[src/rtl/uart_rx_core_if.sv]
// ---------------------------------------------------------------------------
// uart_rx_core_if
// Byte stream leaving the UART receive core.
//   m_data  : head byte of the output FIFO (LSB = first received data bit)
//   m_valid : FIFO not empty; m_data is meaningful only while this is high
//   m_ready : consumer accepts the head byte on this cycle
// master = the receive core (producer), slave = the command decoder.
// ---------------------------------------------------------------------------
interface uart_rx_core_if #(
   parameter int DATA_BITS = 8
);
   logic [DATA_BITS-1:0] m_data;
   logic                 m_valid;
   logic                 m_ready;

   modport master (output m_data, output m_valid, input m_ready);
   modport slave  (input m_data, input m_valid, output m_ready);
endinterface

[src/rtl/uart_rx_core.sv]
// ---------------------------------------------------------------------------
// uart_rx_core
// UART receiver with 16x oversampling, 3-sample majority vote per bit,
// optional even/odd parity, error pulses and a first-word-fall-through
// output FIFO.
// Ports:
//   clk        : system clock, rising edge
//   rst_n      : asynchronous active-low reset
//   rx         : serial line (idles high, asynchronous to clk)
//   m_if       : byte stream out (m_data / m_valid / m_ready)
//   frame_err  : 1-cycle pulse, stop bit sampled 0
//   parity_err : 1-cycle pulse, parity mismatch (good stop bit)
//   overrun    : 1-cycle pulse, good byte dropped because the FIFO is full
// ---------------------------------------------------------------------------
module uart_rx_core #(
   parameter int CLK_HZ     = 50_000_000,
   parameter int BAUD       = 115200,
   parameter int DATA_BITS  = 8,
   parameter int PARITY     = 0,
   parameter int FIFO_DEPTH = 4
) (
   input  logic     clk,
   input  logic     rst_n,
   input  logic     rx,
   uart_rx_core_if.master m_if,
   output logic     frame_err,
   output logic     parity_err,
   output logic     overrun
);
   // rounded divide for the oversample rate
   localparam int OS_DIV = (CLK_HZ + BAUD * 8) / (BAUD * 16);
   localparam int TICK_W = (OS_DIV > 1) ? $clog2(OS_DIV) : 1;
   localparam int AW     = $clog2(FIFO_DEPTH);

   localparam logic [TICK_W-1:0] TICK_LAST = TICK_W'(OS_DIV - 1);
   localparam logic [2:0]        BIT_LAST  = 3'(DATA_BITS - 1);
   localparam logic              ODD_PAR   = (PARITY == 2);

   localparam logic [2:0] S_IDLE   = 3'd0;
   localparam logic [2:0] S_START  = 3'd1;
   localparam logic [2:0] S_DATA   = 3'd2;
   localparam logic [2:0] S_PARITY = 3'd3;
   localparam logic [2:0] S_STOP   = 3'd4;
   localparam logic [2:0] S_BREAK  = 3'd5;

   logic                 r_rx_meta, r_rxs, r_rxs_prev;
   logic [TICK_W-1:0]    r_tick_cnt;
   logic [3:0]           r_sub;
   logic                 r_s7, r_s8;
   logic [2:0]           r_state;
   logic [2:0]           r_bit_cnt;
   logic [DATA_BITS-1:0] r_shift;
   logic                 r_par_bad;
   logic                 r_push;
   logic [DATA_BITS-1:0] r_push_data;

   logic                 w_tick, w_fall, w_decide, w_bit_end, w_maj;

   assign w_tick    = (r_tick_cnt == TICK_LAST);
   assign w_fall    = (r_state == S_IDLE) && r_rxs_prev && !r_rxs;
   assign w_decide  = w_tick && (r_sub == 4'd9);
   assign w_bit_end = w_tick && (r_sub == 4'd15);
   // third vote is the live sample taken at the sub-tick 9 decision
   assign w_maj     = (r_s7 & r_s8) | (r_s7 & r_rxs) | (r_s8 & r_rxs);

   // two-flop synchroniser plus previous value for edge detection
   always_ff @(posedge clk or negedge rst_n) begin
      if (!rst_n) begin
         r_rx_meta  <= 1'b1;
         r_rxs      <= 1'b1;
         r_rxs_prev <= 1'b1;
      end else begin
         r_rx_meta  <= rx;
         r_rxs      <= r_rx_meta;
         r_rxs_prev <= r_rxs;
      end
   end

   // oversample tick and sub-bit position; both realign to the start edge
   always_ff @(posedge clk or negedge rst_n) begin
      if (!rst_n) begin
         r_tick_cnt <= '0;
         r_sub      <= '0;
         r_s7       <= 1'b1;
         r_s8       <= 1'b1;
      end else begin
         if (w_fall || w_tick) r_tick_cnt <= '0;
         else                  r_tick_cnt <= r_tick_cnt + 1'b1;

         if (r_state == S_IDLE) r_sub <= '0;
         else if (w_tick)       r_sub <= r_sub + 4'd1;

         if (w_tick && r_sub == 4'd7) r_s7 <= r_rxs;
         if (w_tick && r_sub == 4'd8) r_s8 <= r_rxs;
      end
   end

   always_ff @(posedge clk or negedge rst_n) begin
      if (!rst_n) begin
         r_state     <= S_IDLE;
         r_bit_cnt   <= '0;
         r_shift     <= '0;
         r_par_bad   <= 1'b0;
         r_push      <= 1'b0;
         r_push_data <= '0;
         frame_err   <= 1'b0;
         parity_err  <= 1'b0;
      end else begin
         r_push     <= 1'b0;
         frame_err  <= 1'b0;
         parity_err <= 1'b0;
         case (r_state)
            S_IDLE: begin
               if (w_fall) r_state <= S_START;
            end
            S_START: begin
               r_par_bad <= 1'b0;
               if (w_decide && w_maj) begin
                  r_state <= S_IDLE;          // glitch, not a start bit
               end else if (w_bit_end) begin
                  r_state   <= S_DATA;
                  r_bit_cnt <= '0;
               end
            end
            S_DATA: begin
               if (w_decide) r_shift <= {w_maj, r_shift[DATA_BITS-1:1]};
               if (w_bit_end) begin
                  if (r_bit_cnt == BIT_LAST)
                     r_state <= (PARITY != 0) ? S_PARITY : S_STOP;
                  else
                     r_bit_cnt <= r_bit_cnt + 3'd1;
               end
            end
            S_PARITY: begin
               if (w_decide) r_par_bad <= w_maj ^ (^r_shift) ^ ODD_PAR;
               if (w_bit_end) r_state <= S_STOP;
            end
            S_STOP: begin
               // leave at the centre of the stop bit so a back-to-back
               // start edge is still caught in IDLE
               if (w_decide) begin
                  if (!w_maj) begin
                     frame_err <= 1'b1;
                     r_state   <= S_BREAK;
                  end else if (r_par_bad) begin
                     parity_err <= 1'b1;
                     r_state    <= S_IDLE;
                  end else begin
                     r_push      <= 1'b1;
                     r_push_data <= r_shift;
                     r_state     <= S_IDLE;
                  end
               end
            end
            S_BREAK: begin
               if (r_rxs) r_state <= S_IDLE;
            end
            default: r_state <= S_IDLE;
         endcase
      end
   end

   // output FIFO, first-word fall-through
   logic [DATA_BITS-1:0] r_mem [FIFO_DEPTH];
   logic [AW:0]          r_wr_ptr, r_rd_ptr;
   logic                 w_empty, w_full, w_pop, w_wr;

   assign w_empty = (r_wr_ptr == r_rd_ptr);
   assign w_full  = (r_wr_ptr[AW] != r_rd_ptr[AW]) &&
                    (r_wr_ptr[AW-1:0] == r_rd_ptr[AW-1:0]);
   assign w_pop   = !w_empty && m_if.m_ready;
   // a pop frees the head slot this cycle, so a full FIFO can still accept
   assign w_wr    = r_push && (!w_full || w_pop);
   assign overrun = r_push && w_full && !w_pop;

   always_ff @(posedge clk) begin
      if (w_wr) r_mem[r_wr_ptr[AW-1:0]] <= r_push_data;
   end

   always_ff @(posedge clk or negedge rst_n) begin
      if (!rst_n) begin
         r_wr_ptr <= '0;
         r_rd_ptr <= '0;
      end else begin
         if (w_wr)  r_wr_ptr <= r_wr_ptr + 1'b1;
         if (w_pop) r_rd_ptr <= r_rd_ptr + 1'b1;
      end
   end

   assign m_if.m_valid = !w_empty;
   assign m_if.m_data  = w_empty ? '0 : r_mem[r_rd_ptr[AW-1:0]];
endmodule
[src/flat_wrapper.sv]
// flat-port wrapper written by rule: the top's interface ports become plain ports
module uart_rx_core_flat 
#(
   parameter int CLK_HZ     = 50_000_000,
   parameter int BAUD       = 115200,
   parameter int DATA_BITS  = 8,
   parameter int PARITY     = 0,
   parameter int FIFO_DEPTH = 4
)
  (clk, rst_n, rx, frame_err, parity_err, overrun, m_if_m_data, m_if_m_valid, m_if_m_ready);
  uart_rx_core_if #(.DATA_BITS(DATA_BITS)) m_if_i ();
  input  logic clk;
  input  logic rst_n;
  input  logic rx;
  output logic frame_err;
  output logic parity_err;
  output logic overrun;
  output wire logic [$bits(m_if_i.m_data)-1:0] m_if_m_data;
  output wire logic [$bits(m_if_i.m_valid)-1:0] m_if_m_valid;
  input wire logic [$bits(m_if_i.m_ready)-1:0] m_if_m_ready;
  assign m_if_m_data = m_if_i.m_data;
  assign m_if_m_valid = m_if_i.m_valid;
  assign m_if_i.m_ready = m_if_m_ready;
  uart_rx_core #(.CLK_HZ(CLK_HZ), .BAUD(BAUD), .DATA_BITS(DATA_BITS), .PARITY(PARITY), .FIFO_DEPTH(FIFO_DEPTH)) u_core (.clk(clk), .rst_n(rst_n), .rx(rx), .m_if(m_if_i), .frame_err(frame_err), .parity_err(parity_err), .overrun(overrun));
endmodule
[config.mk]
export PLATFORM = sky130hd
export DESIGN_NAME = uart_rx_core_flat
export DESIGN_NICKNAME = d
export VERILOG_FILES = /design/src/rtl/uart_rx_core_if.sv /design/src/rtl/uart_rx_core.sv /design/src/flat_wrapper.sv
export SDC_FILE = /design/constraint.sdc
export NUM_CORES = 1
export LEC_CHECK = 0
export CORE_MARGIN = 2
export CORE_UTILIZATION = 50
export DETAILED_ROUTE_END_ITERATION = 8
export PLACE_DENSITY = 0.76
export RECOVER_POWER = 100
export SKIP_CTS_REPAIR_TIMING = 1
export SYNTH_ARGS = -nofsm -noshare
export SYNTH_HDL_FRONTEND = slang
export SYNTH_SLANG_ARGS = --single-unit
[constraint.sdc]
create_clock -name clk -period 6 [get_ports clk]
set_input_delay 1.2 -clock clk [delete_from_list [all_inputs] [get_ports clk]]
set_output_delay 1.2 -clock clk [all_outputs]
set_load 0.005 [all_outputs]
Word-level counts from Yosys, hierarchy flattened --
Memory sizes are Yosys's and may differ from the RTL's. Cells that the tools add are included.
Cells by class: $add $sub $neg 5, mux-type cells 34, eq/ne operators 25, bitwise logic cells 7, reductions and logical operators 28
Operators with widths (number):
- 3-bit 2-to-1 mux | 13
- 3-bit one-hot mux with 6 select lines | 1
- 2-bit by 1-bit != test with 1-bit output, second input constant | 8
- 1-bit 2-to-1 mux | 14
- 4-bit equality test, second input constant | 3
- 1-bit logical AND | 12
- 3-bit by 1-bit adder with 3-bit output, second input constant | 3
- 3-bit equality test, second input constant | 3
- 4-bit 2-to-1 mux | 2
- 8-bit 2-to-1 mux | 1
- 8-bit parity | 1
- 7-bit AND reduction | 1
- 3-bit by 2-bit equality test with 1-bit output, second input constant | 2
- 3-bit one-hot mux with 2 select lines | 1
- 2-bit nonzero test | 3
- 5-bit by 1-bit adder with 5-bit output, second input constant | 1
- 5-bit equality test, second input constant | 1
- 5-bit 2-to-1 mux | 1
- 5-bit AND reduction | 1
- 4-bit by 1-bit adder with 4-bit output, second input constant | 1
- 4-bit by 3-bit equality test with 1-bit output, second input constant | 1
- 1-bit logical NOT | 4
- 2-bit != test, second input constant | 2
- 2-bit AND reduction | 2
- 13 further kinds | 17
Storage, ports and cells: memories kept 1, bits in writable memories 32, input port bits 4, output and inout port bits 12, logic and storage cells 117, bits in registers 46
Memories:
- u_core.r_mem | words 4, bits a word 8, read ports 1, clocked after memory_dff 0, write ports 1, line uart_rx_core.sv:164 | logic [DATA_BITS-1:0] r_mem [FIFO_DEPTH];

Logic depth before layout (Yosys ltp) --
Gate-level depths: netlist of run 1.
word-level depth 7, mapped depth 7

Worst setup path before layout of run 1 --
OpenSTA, ideal clock, no wires.
path kind in2out, start point input m_if_m_ready, end point output overrun, stages 1, required time 4800 ps, setup slack 3293 ps, data arrival time 1507 ps, cells stage by stage nor4_1
Between the ends: longest elaborated chain between the ends 3
RTL lines:
- from (decl) | line flat_wrapper.sv:20 | input wire logic [$bits(m_if_i.m_ready)-1:0] m_if_m_ready;
- 1-bit logical AND | line uart_rx_core.sv:171 | assign w_pop = !w_empty && m_if.m_ready;
- 1-bit logical NOT | line uart_rx_core.sv:174 | assign overrun = r_push && w_full && !w_pop;
- 1-bit logical AND | line uart_rx_core.sv:174
- to (decl) | line flat_wrapper.sv:17 | output logic overrun;
Every way passes these cells.

Final worst setup path of run 1 --
Same ends and word-level chain as after synthesis.

==> results of run 1 <==
==> flip-flops by register name, indices dropped and copies added, names as in the netlist, 3 cells and up <==
name                cells
u_core.r_sub            4
u_core.r_state          3
u_core.r_tick_cnt       5
u_core.r_wr_ptr         3
u_core.r_mem           32
u_core.r_bit_cnt        3
u_core.r_rd_ptr         3
u_core.r_shift          8
u_core.r_push_data      8
==> logic make-up (layout without fill, tap and decap cells) <==
logic type	after synthesis	after routing	synth area share, %
and+or+nand+nor	59	59	9.67
buffers and inverters	23	46	2.71
AOI/OAI and AO/OA	22	22	4.60
adders and majority gates	13	13	4.57
DFF	78	78	60.4
xor gates and xnor gates	21	21	5.64
muxes	28	28	12.4
==> final cells by class <==
class / instances / share of cell area [%]
clock buffer: 9 / 3.15
clock inverter: 7 / 3.28
inverter: 15 / 1.43
multi-input combinational: 143 / 31.5
sequential: 78 / 53.9
tap: 96 / 3.06
timing repair buffer: 15 / 3.66
==> stage by stage <==
stage	instances	setup slack (ns)	power (W)	util, %
finish	363	2.14	0.00132	57.8
global route	363	2.07	0.00139	57.8
CTS	363	2.30	0.00135	58.7
detailed placement	347	2.30	0.000864	55.0
global placement	347	2.32	0.000856	55.0
floorplan	244	3.29	0.000783	-
==> critical path, stage by stage <==
cell and delay (ns):
dlygate4sd3_1 0.59, nor4_1 0.27, dlygate4sd3_1 0.60
==> path summary, 6_finish.rpt <==
path                                                  endpoint                           start  cells after the start
worst max-delay path                                   overrun                    m_if_m_ready                      3
worst min-delay path                    u_core.r_rxs$_DFF_PN1_      u_core.r_rx_meta$_DFF_PN1_                      0
worst max register to register   u_core.r_shift[4]$_DFFE_PN0P_  u_core.r_tick_cnt[0]$_DFF_PN0_                      6
worst min register to register          u_core.r_rxs$_DFF_PN1_      u_core.r_rx_meta$_DFF_PN1_                      0
max in group asynchronous        u_core.r_shift[6]$_DFFE_PN0P_                           rst_n                      1
min in group asynchronous       u_core.r_rd_ptr[2]$_DFFE_PN0P_                           rst_n                      1
==> layer usage <==
| metal | global-route usage (%) | routed length [um] | vias to the layer above |
|---|---|---|---|
| met3 | 3.96 | 150 | 6 |
| met4 | 5.87 | 70 | 0 |
| met5 | 0 | 0 | - |
| met1 | 19.0 | 2400 | 925 |
| met2 | 25.3 | 2510 | 28 |
| li1 | - | - | 921 |
==> power groups by stage <==
stage	sequential [W]	combinational [W]	clock, W
after global routing	0.000659	0.000220	0.000515
after global placement	0.000660	0.000196	0
after detailed placement	0.000662	0.000202	0
after CTS	0.000651	0.000203	0.000495
after floorplan	0.000620	0.000163	0
final	0.000648	0.000193	0.000483
==> cell usage in the layout (no fill, tap or decap), types with 4 or more instances in the layout <==
| master | count |
|---|---|
| nand3_1 | 8 |
| mux4_2 | 8 |
| nor2_1 | 18 |
| xor2_1 | 6 |
| dlygate4sd3_1 | 9 |
| ha_1 | 12 |
| edfxtp_1 | 32 |
| dfrtp_1 | 41 |
| mux2_2 | 10 |
| mux2_1 | 10 |
| o21ai_0 | 4 |
| inv_1 | 15 |
| clkbuf_8 | 9 |
| and2_0 | 5 |
| xnor2_1 | 14 |
| clkdlybuf4s50_1 | 5 |
| nand2_1 | 8 |
| and2_1 | 5 |
| dfstp_2 | 4 |
==> results.md, run 1 <==
- Post-Route WL: 5.12 mm
- # diodes: 0
- Final period util: 64.3%
- GRT Residual Overflow: 0
- Primary FF master, synth: dfrtp_1
- Critical path capture point type: output port
- GRT Total Usage: 15.2%
- Max-slew violation count: 48
- Routed Antenna Nets: 0
- Power share of the combinational group: 14.6%
- Clk buf depth: 2
- Crit path kind: in -> out
- WP data arrival: 2.66 ns
- I/O Pins: 16
- Num CTS Buffers: 9
- TritonCTS clock tree: built
- CP startpoint kind: input pin
- Top cell type's share of synthesized area: 29.3%
- R2R Setup Slk: 2.82 ns
- Row Count: 30
- Yosys cell types: 44
- Pwr Density: 337 nW/um^2
- Initial Utilization: 51.6%
- Tightest Hold Check Type: reg -> reg
- Largest net degree at the start of global routing: 47
- RD Place Congestion: 0.710
- Mapped Area: 3510 sq um
- Root buf cell: clkbuf_8
- Fillers: 555
- Crit Path Max Fanout: 4
- Design area: 3930 sq um
- Ys async rst share: 59.0%
- Largest cells by area after synthesis: dfrtp_1 (29%), edfxtp_1 (27%), mux4_2 (5.1%)
- H-tree lvl count: 3
- Final Hold Vio Count: 0
- Gate Count Post-Synth: 244
- Required @ worst endpoint: 4.80 ns
- Setup TNS Final: 0 ns
- Die ar.: 7700 sq um
- Slew @ Worst Pin: 2.38 ns
- Failing checks: capacitance limit, slew limit
- Post-synth top cells: dfrtp_1 (41), edfxtp_1 (32), nor2_1 (18)
- Initial antenna violation count: 0
- Largest area contributor in the netlist: dfrtp_1
- Syn_nets: 260
- Fmax achieved: 0.259 GHz
- First-pass GRT wire length: 8.90 mm
- Yosys reg bits: 78
- Seq pwr share: 48.9%
- Leak: 1.50 nW
- Crit path time final: 3.86 ns
- Residual DRC: 0
- Port Buffer Count: 15
- Clock Latency Late Sink: 0.34 ns
- RSZ-0062 raised after global routing: false
- Cell Int Power: 0.000985 W
- Multi-input logic area: 1240 sq um
- Final setup vio count: 0
- NetSw: 0.000340 W
- Via/cell ratio: 5.18
- Post-synth EDFFs: 32
- CTS sink cnt: 78
- Register area: 2120 sq um
- Clock power frac: 36.5%
- Max-slew headroom: -58.5%
- Switch share: 25.6%
- Clk_skew: 0.0105 ns
- WL per Instance: 14.1 um
- Yosys warns: 0
- Max VDD drop: 0.223 mV
- Layout area overhead: 12.0%
- Nets@finish: 278
- Dpl cell area: 3730 sq um
- Sequential fraction of the synthesis area: 60.4%
- Layout cells sized above 1: 15.4%
- Synth Area per Inst: 14.4 sq um
- Number of max-cap violations: 2
- Via count: 1,880
- Vias in the first global route: 1,961
- Count leader, synth: dfrtp_1
- Clk pin slew, worst setup/hold paths: 0.08 ns
- Drt pass-1 iters: 4
- Status: finished with violations
- Drt initial violations: 63
- Die width: 87.8 um
- DPL Wire Length: 3.47 mm
- Core ar.: 6790 sq um
- Hold slack: 0.363 ns
- Die Y: 87.8 um
Power figures use the tool's default switching activity.
==> run 2, diff against run 1 <==
PLACE_DENSITY = 0.79   (was 0.76)
clock period = 3.43 ns   (was 6 ns; I/O delays follow)
==> results.md, run 2 (synthesis gave the netlist of run 1 again) <==
- Drt initial violations: 80
- Slew @ Worst Pin: 2.40 ns
- Setup TNS Final: 0 ns
- CP Buf/Inv Count: 1
- Origin of the worst setup path: u_core.r_rd_ptr[0]$_DFFE_PN0P_
- CTS sink cnt: 78
- H-tree lvl count: 3
- Worst Hold End: u_core.r_rxs$_DFF_PN1_
- Max VDD drop: 0.292 mV
- DPL Wire Length: 3.54 mm
- Tightest Hold Check Type: reg -> reg
- Worst Hold Path Cells: 0
- Design area: 3870 sq um
- Layout cells sized above 1: 15.7%
- Port Buffer Count: 15
- CP startpoint kind: register
- Worst R2R Path Depth: 6
- GRT Residual Overflow: 0
- Worst Min Path Start: u_core.r_rx_meta$_DFF_PN1_
- Commonest non-fill, non-tap cell in the layout: dfrtp_1
- Max-slew violation count: 47
- Failing checks: capacitance limit, slew limit
- Worst-path cell chain: xnor2_1 -> nand3_1 -> and2_1 -> dlygate4sd3_1
- Pre-CTS WS: 0.765 ns
- Delay of the slowest critical-path stage: 0.75 ns
- Row Count: 30
- Critical-path top delay cell: dfrtp_1
- Required @ worst endpoint: 2.74 ns
- Initial Utilization: 51.6%
- Vias in the first global route: 1,907
- Initial antenna violation count: 0
- Largest register FFs: 32
- Most frequent cells in the layout: dfrtp_1 (41), edfxtp_1 (32), nor2_1 (18), inv_1 (15), xnor2_1 (14)
- Clk_skew: 0.00752 ns
- WP data arrival: 2.41 ns
- Number of max-cap violations: 1
- Fmax achieved: 0.323 GHz
- Nets@finish: 279
- Clk buf depth: 2
- RR Endpoint: u_core.r_shift[3]$_DFFE_PN0P_
- Final Hold Vio Count: 0
- Residual DRC: 0
- Final setup vio count: 0
- Crit path time final: 3.09 ns
- Finished Layout Cells: 364
- Via/cell ratio: 5.20
- Max-slew headroom: -60.2%
- Status: finished with violations
- Largest net degree at the start of global routing: 47
- R2R Setup Slk: 0.70 ns
- Clock Latency Late Sink: 0.34 ns
- Fillers: 550
- I/O Pins: 16
- RD Place Congestion: 0.824
- Drt pass-1 iters: 5
- TritonCTS clock tree: built
- Dpl cell area: 3740 sq um
- RSZ-0062 raised after global routing: false
- R2r startpoint: u_core.r_tick_cnt[0]$_DFF_PN0_
- CP top delay family: flip-flops
- Crit path kind: reg -> out
- First-pass GRT wire length: 8.87 mm
- Via count: 1,894
- Root buf cell: clkbuf_8
- Final period util: 90.2%
- Routed Antenna Nets: 0
- GRT Total Usage: 15.5%
- Num CTS Buffers: 9
- Post-Route WL: 5.21 mm
- WL per Instance: 14.3 um
- Pwr Density: 546 nW/um^2
- Placed cells: 348
- Setup ws final: 0.337 ns
- Die width: 87.8 um
- Leak: 1.47 nW
- Crit Path Max Fanout: 11
- # diodes: 0
- Clk pin slew, worst setup/hold paths: 0.07 ns
- Layout area overhead: 10.5%
- Critical path capture point type: output port
- Core ar.: 6790 sq um
- Die Y: 87.8 um
- Die ar.: 7700 sq um
[run 2: cell count changes in the layout (fill, tap and decap cells not counted), sizes merged]
cell	before	now
clkinv	0	5
inv	18	15
bufinv	3	1
clkbuf	10	11
[run 2: worst max-delay path by stage]
| stage | cells after the start | end |
|---|---|---|
| 2_1_floorplan | 5 | m_if_m_data[0] |
| 3_3_place_gp | 3 | overrun |
| 3_5_place_dp | 3 | overrun |
| 4_1_cts | 4 | m_if_m_data[3] |
| 5_1_grt | 4 | m_if_m_data[1] |
| 6_report | 4 | m_if_m_data[3] |
[run 2: through the flow]
stage	total power, W	hold slack [ns]	util, %
after floorplan	0.00137	0.345	-
after global placement	0.00149	0.346	55.1
after detailed placement	0.00151	0.347	55.1
after CTS	0.00216	0.358	57.8
after global routing	0.00225	0.373	57.0
final	0.00212	0.363	57.0
[run 2: final cells by class]
cell class | instances | area [sq um] | share of cell area, %
sequential | 78 | 2120 | 54.7
multi-input combinational | 143 | 1240 | 32.1
timing repair buffer | 16 | 148 | 3.81
clock buffer | 9 | 124 | 3.20
tap | 96 | 120 | 3.10
inverter | 15 | 56.3 | 1.45
clock inverter | 7 | 65.1 | 1.68
[run 2: where the power goes]
group / switching [W] / internal, W / leakage (nW)
registers: 0.000109 / 0.00102 / 0.814
logic: 0.000130 / 0.000203 / 0.559
clock network: 0.000319 / 0.000331 / 0.0964
total: 0.000558 / 0.00156 / 1.47
[run 2: routing by layer]
metal	share of wire [%]	track usage (%)	routed length, um
met4	1.3	5.87	68
met2	49	25.1	2540
met3	3.6	5.66	188
met1	46	19.2	2410
met5	0	0	0
